File: src/rtl/fxp32_round_prep.sv
// Two-stage round/negate/saturate prep for a 32-bit carry incrementer.
// S1 holds the raw accumulator; S2 holds the incrementer operand and carry-in.
module fxp32_round_prep #(
  parameter int SHIFT = 8
) (
  input  logic        clk,
  input  logic        rst_n,
  input  logic [47:0] in_acc,
  input  logic        in_neg,
  input  logic        in_valid,
  output logic        in_ready,
  output logic [31:0] out_a,
  output logic        out_carry,
  output logic        out_valid,
  input  logic        out_ready,
  input  logic        clr_cnt,
  output logic [15:0] sat_cnt
);

  localparam int UW = 17 - SHIFT;

  logic        s1_valid;
  logic [47:0] s1_acc;
  logic        s1_neg;
  logic        s2_valid;

  logic          s2_free, s1_load, s2_load;
  logic [31:0]   trunc;
  logic          rbit, ov, sat, neg_tgt;
  logic [UW-1:0] upper;
  logic [31:0]   nxt_a;
  logic          nxt_c;

  // A stage may take new data when it is empty or its content is leaving.
  assign s2_free  = !s2_valid || out_ready;
  assign in_ready = !s1_valid || !s2_valid || out_ready;
  assign s1_load  = in_valid && in_ready;
  assign s2_load  = s1_valid && s2_free;

  assign trunc   = s1_acc[SHIFT+31:SHIFT];
  assign rbit    = s1_acc[SHIFT-1];
  assign upper   = s1_acc[47:SHIFT+31];
  assign ov      = !((&upper) || !(|upper));
  assign neg_tgt = s1_acc[47] ^ s1_neg;

  always_comb begin
    sat   = ov || (!s1_neg && trunc == 32'h7FFF_FFFF && rbit)
               || (s1_neg && trunc == 32'h8000_0000);
    nxt_a = s1_neg ? ~trunc : trunc;
    nxt_c = s1_neg ? 1'b1 : rbit;
    if (sat) begin
      nxt_a = neg_tgt ? 32'h8000_0000 : 32'h7FFF_FFFF;
      nxt_c = 1'b0;
    end
  end

  always_ff @(posedge clk or negedge rst_n) begin
    if (!rst_n) begin
      s1_valid <= 1'b0;
      s1_acc   <= '0;
      s1_neg   <= 1'b0;
    end else begin
      if (s1_load) begin
        s1_acc <= in_acc;
        s1_neg <= in_neg;
      end
      if (s1_load)      s1_valid <= 1'b1;
      else if (s2_free) s1_valid <= 1'b0;
    end
  end

  always_ff @(posedge clk or negedge rst_n) begin
    if (!rst_n) begin
      s2_valid  <= 1'b0;
      out_a     <= '0;
      out_carry <= 1'b0;
    end else begin
      if (s2_load) begin
        out_a     <= nxt_a;
        out_carry <= nxt_c;
      end
      if (s2_free) s2_valid <= s2_load;
    end
  end

  assign out_valid = s2_valid;

  // Saturation counter sticks at all-ones; clear wins over a same-cycle hit.
  always_ff @(posedge clk or negedge rst_n) begin
    if (!rst_n)                                       sat_cnt <= '0;
    else if (clr_cnt)                                 sat_cnt <= '0;
    else if (s2_load && sat && sat_cnt != 16'hFFFF)   sat_cnt <= sat_cnt + 16'd1;
  end

endmodule

File: config.mk
export PLATFORM = sky130hd
export DESIGN_NAME = fxp32_round_prep
export DESIGN_NICKNAME = d
export VERILOG_FILES = /design/src/rtl/fxp32_round_prep.sv
export SDC_FILE = /design/constraint.sdc
export NUM_CORES = 1
export LEC_CHECK = 0
export ABC_AREA = 1
export ABC_CLOCK_PERIOD_IN_PS = 2000
export CELL_PAD_IN_SITES_DETAIL_PLACEMENT = 1
export CELL_PAD_IN_SITES_GLOBAL_PLACEMENT = 1
export CORE_ASPECT_RATIO = 0.8
export CORE_MARGIN = 1.5
export CORE_UTILIZATION = 38
export DETAILED_ROUTE_END_ITERATION = 8
export HOLD_SLACK_MARGIN = 0.02
export PLACE_DENSITY = 0.78
export SETUP_SLACK_MARGIN = 0.4
export SYNTH_ARGS = -nofsm -noshare
export SYNTH_HDL_FRONTEND = slang
export SYNTH_SLANG_ARGS = --single-unit
File: constraint.sdc
create_clock -name clk -period 2 [get_ports clk]
set_input_delay 0.4 -clock clk [delete_from_list [all_inputs] [get_ports clk]]
set_output_delay 0.4 -clock clk [all_outputs]
set_load 0.05 [all_outputs]
==> results by group <==
Run status
  – Status: completed

Layout
  – # fillers: 1,459
  – Nets: 782
  – Area of the multi-input gates: 2640 um2
  – Ant. Diodes: 0
  – Share of cells above drive strength 1: 0.295
  – Design Area, Final: 7210 um2
  – Flip-flop and latch area: 2340 um2
  – Area Growth Syn to Fin: 45.6%

Floorplan
  – Die Y: 105 um
  – Full die area: 13,700 um2
  – Chip Width: 131 um
  – Initial Utilization: 0.388
  – Core ar.: 12,800 um2
  – Num rows: 37
  – I/O pin count: 105

Yosys
  – Area of the mapped netlist: 4960 um2
  – Yosys reg bits: 93
  – Post-synth EDFFs: 0
  – Register area share after synthesis: 0.470
  – Synth cell types: 31
  – Mapped Nets: 644
  – Ys Warns: 0
  – Share of the synthesized area in the top cell type: 0.470
  – Avg Inst Size Synth: 8.41 um2
  – Cell taking the most area after synthesis: dfrtp_1
  – Ranking of synthesized cells by area: dfrtp_1 (47%), nand2_1 (15%), xor2_1 (6.7%)
  – Dominant synthesized flop cell: dfrtp_1
  – Cell count after synthesis: 589
  – Synth async-reset ratio: 1.00

Pwr
  – Gate power share: 0.421
  – Leakage: 3.32 nW
  – Switch share: 0.424
  – Flop pwr share: 0.360
  – Switching power: 0.00308 W
  – Pwr dens: 1010 nW/um2
  – Power share of the clock group: 0.219
  – Internal power: 0.00419 W
  – Peak VDD IR: 0.000450 V

Setup path
  – Worst r2r src: s1_acc[34]$_DFFE_PN0P_
  – Cells along the critical path: nand2_1 -> nor2_2 -> nand2_2 -> nor2_4 -> nand3_4 -> nand3_4 -> buf_4 -> nand2_4 -> nand2_1 -> nand2_1 -> nand2_1
  – Largest stage delay on the critical path: 0.42 ns
  – CP startpoint kind: flop
  – CP top delay family: simple AND/OR/NAND/NOR gates
  – Worst Setup SP: s1_acc[34]$_DFFE_PN0P_
  – Buf/Inv on CP: 1
  – Slowest-stage cell, CP: dfrtp_1
  – Crit Path Max Fanout: 8
  – Critical Path RT: 2.29 ns
  – WS Path Type: flop to flop
  – Reg2reg end: out_a[0]$_DFFE_PN0P_
  – Arrival time worst endpoint: 2.17 ns
  – Number of cells on the critical path: 11
  – Worst Setup EP: out_a[0]$_DFFE_PN0P_
  – Cell mode on critical path: nand2_1
  – FF-to-FF setup slack: 0.12 ns
  – Reg2Reg Depth: 11
  – Critical Path End Type: flop

Clock network
  – Clock Tree Buf Depth: 2
  – Num Clock Sinks: 93
  – Total clock buffers created by CTS: 9
  – H-tree depth: 3
  – Clock-pin slew on the worst setup and hold paths: 0.06 ns
  – Root Buffer: clkbuf_16
  – TritonCTS clock tree: done
  – Post-CTS Hold Buffers: 0
  – Clock latency on the worst-skew pair: 0.35 ns

Timing
  – Period minus WS final: 1.88 ns
  – RSZ-0062 raised after global routing: true
  – Final count of pins violating max slew: 0
  – # setup viols final: 0
  – Hold Fails Final Rpt: 0
  – Fin crit share: 0.942
  – Least-Margin Pin Slew: 0.540 ns
  – Maximum clock rate: 531 MHz
  – Setup_tns: 0 ns
  – Max_slew headroom: 0.640
  – Worst clock skew: 0.00431 ns

Worst hold path
  – Hold WC Path Type: input pin to async pin

Global routing
  – Largest net degree at the start of global routing: 94
  – Initial antenna violation count: 0
  – GRT overflow: 0
  – Global-route wire length before repair: 26,300 um
  – GRT Util Overall: 0.252
  – Number of global-route vias before repair: 5,089

Placement
  – Placer Congestion: 0.786
  – DP HPWL: 9420 um
  – DP Area: 6160 um2
  – IO Port Bufs: 97

Drt
  – Drt drc: 0
  – Routed WL: 17,200 um
  – Vias: 4,826
  – Vias per cell: 5.33
  – Avg WL per Cell: 19.0 um
  – Iter 0 DRT Violations: 266
  – Final ANT Viol Nets: 0
  – First-pass detailed-route iteration total: 4

Run
  – Max Cap Violations: 0
## kinds of logic after synthesis
logic type / after synthesis / synth area share
mux: 28 / 0.0636
simple gates: 335 / 0.306
buf+inv: 69 / 0.0641
xor+xnor: 39 / 0.0689
flops: 93 / 0.470
compound gates: 24 / 0.0255
fa+ha+maj: 1 / 0.00252
## power by group through the flow
stage	logic [W]	clock network, W	registers (W)
3_5_place_dp	0.00276	0	0.00265
4_1_cts	0.00292	0.00162	0.00260
5_1_grt	0.00325	0.00169	0.00267
2_1_floorplan	0.000901	0	0.00354
3_3_place_gp	0.00270	0	0.00262
6_report	0.00306	0.00159	0.00262
## sequential cells by signal, indices dropped and copies added (netlist names)
signal / flops
out_a: 32
out_carry: 1
out_valid: 1
s1_acc: 41
s1_neg: 1
s1_valid: 1
sat_cnt: 16
## cell usage after synthesis, types with 3 or more instances
master,number
buf_1,3
a21oi_1,17
buf_6,3
o21ai_0,4
clkbuf_1,15
buf_2,10
nor2_2,4
nor2_1,53
inv_1,31
nor3_1,3
nand2_1,193
xor2_1,38
nand3_1,16
inv_2,3
nand3_2,10
mux2_1,28
nand4_1,49
dfrtp_1,93
## how the worst min path moves through the flow
stage	end	cells after the start	slack, ns
after floorplan	out_a[0]$_DFFE_PN0P_	0	0.10
after CTS	out_carry$_DFFE_PN0P_	2	0.13
final	sat_cnt[9]$_DFFE_PN0P_	2	0.08
after global placement	out_a[21]$_DFFE_PN0P_	2	0.47
after detailed placement	out_a[25]$_DFFE_PN0P_	2	0.47
after global routing	sat_cnt[8]$_DFFE_PN0P_	2	0.13
## area by class of cell
| class | instances | share of cell area |
|---|---|---|
| tap | 175 | 0.0304 |
| clock inverter | 2 | 0.00139 |
| multi-input combinational | 431 | 0.366 |
| timing repair buffer | 157 | 0.225 |
| clock buffer | 13 | 0.0347 |
| sequential | 93 | 0.325 |
| inverter | 35 | 0.0182 |
## metrics by stage
step | worst slack [ns] | hold WS [ns] | util | cells | power [W]
after floorplan | 0.253 | 0.104 | - | 589 | 0.00444
after global placement | 0.158 | 0.469 | 0.482 | 844 | 0.00532
after detailed placement | 0.0927 | 0.466 | 0.482 | 844 | 0.00541
after CTS | 0.289 | 0.129 | 0.551 | 894 | 0.00714
after global routing | 0.0420 | 0.127 | 0.565 | 906 | 0.00761
final | 0.116 | 0.0765 | 0.565 | 906 | 0.00727
## cell usage in the layout, fill, tap and decap left out, types with 10 or more instances in the layout
| cell | n |
|---|---|
| nand3_1 | 12 |
| inv_1 | 24 |
| xor2_1 | 38 |
| a21oi_1 | 17 |
| mux2_1 | 28 |
| dfrtp_2 | 13 |
| nand2_1 | 166 |
| nor2_1 | 41 |
| nand4_1 | 49 |
| buf_4 | 53 |
| nand2_2 | 22 |
| clkdlybuf4s50_1 | 45 |
| nand3_2 | 10 |
| inv_2 | 10 |
| clkdlybuf4s15_2 | 34 |
| buf_12 | 10 |
| dfrtp_1 | 80 |
## timing repair
| action | CTS | global route |
|---|---|---|
| pin swaps | 27 | 24 |
| setup endpoints to repair | 87 | 55 |
| gates resized for setup | 165 | 52 |
| setup buffers | 27 | 12 |
| cloned | 8 | 0 |
## metal layers
metal	vias to the layer above	global-route usage	share of wire
met2	146	0.418	0.49
met3	52	0.0604	0.050
met4	0	0.115	0.039
met5	-	0	0
met1	2437	0.309	0.42
li1	2191	-	-
## worst reg2reg max path: stages (launching register included)
cell,delay [ns]
dfrtp_1,0.42
nand2_1,0.12
nor2_2,0.13
nand2_2,0.10
nor2_4,0.16
nand3_4,0.19
nand3_4,0.18
buf_4,0.14
nand2_4,0.11
nand2_1,0.15
nand2_1,0.07
nand2_1,0.06
(Power assumes the default switching activity.)
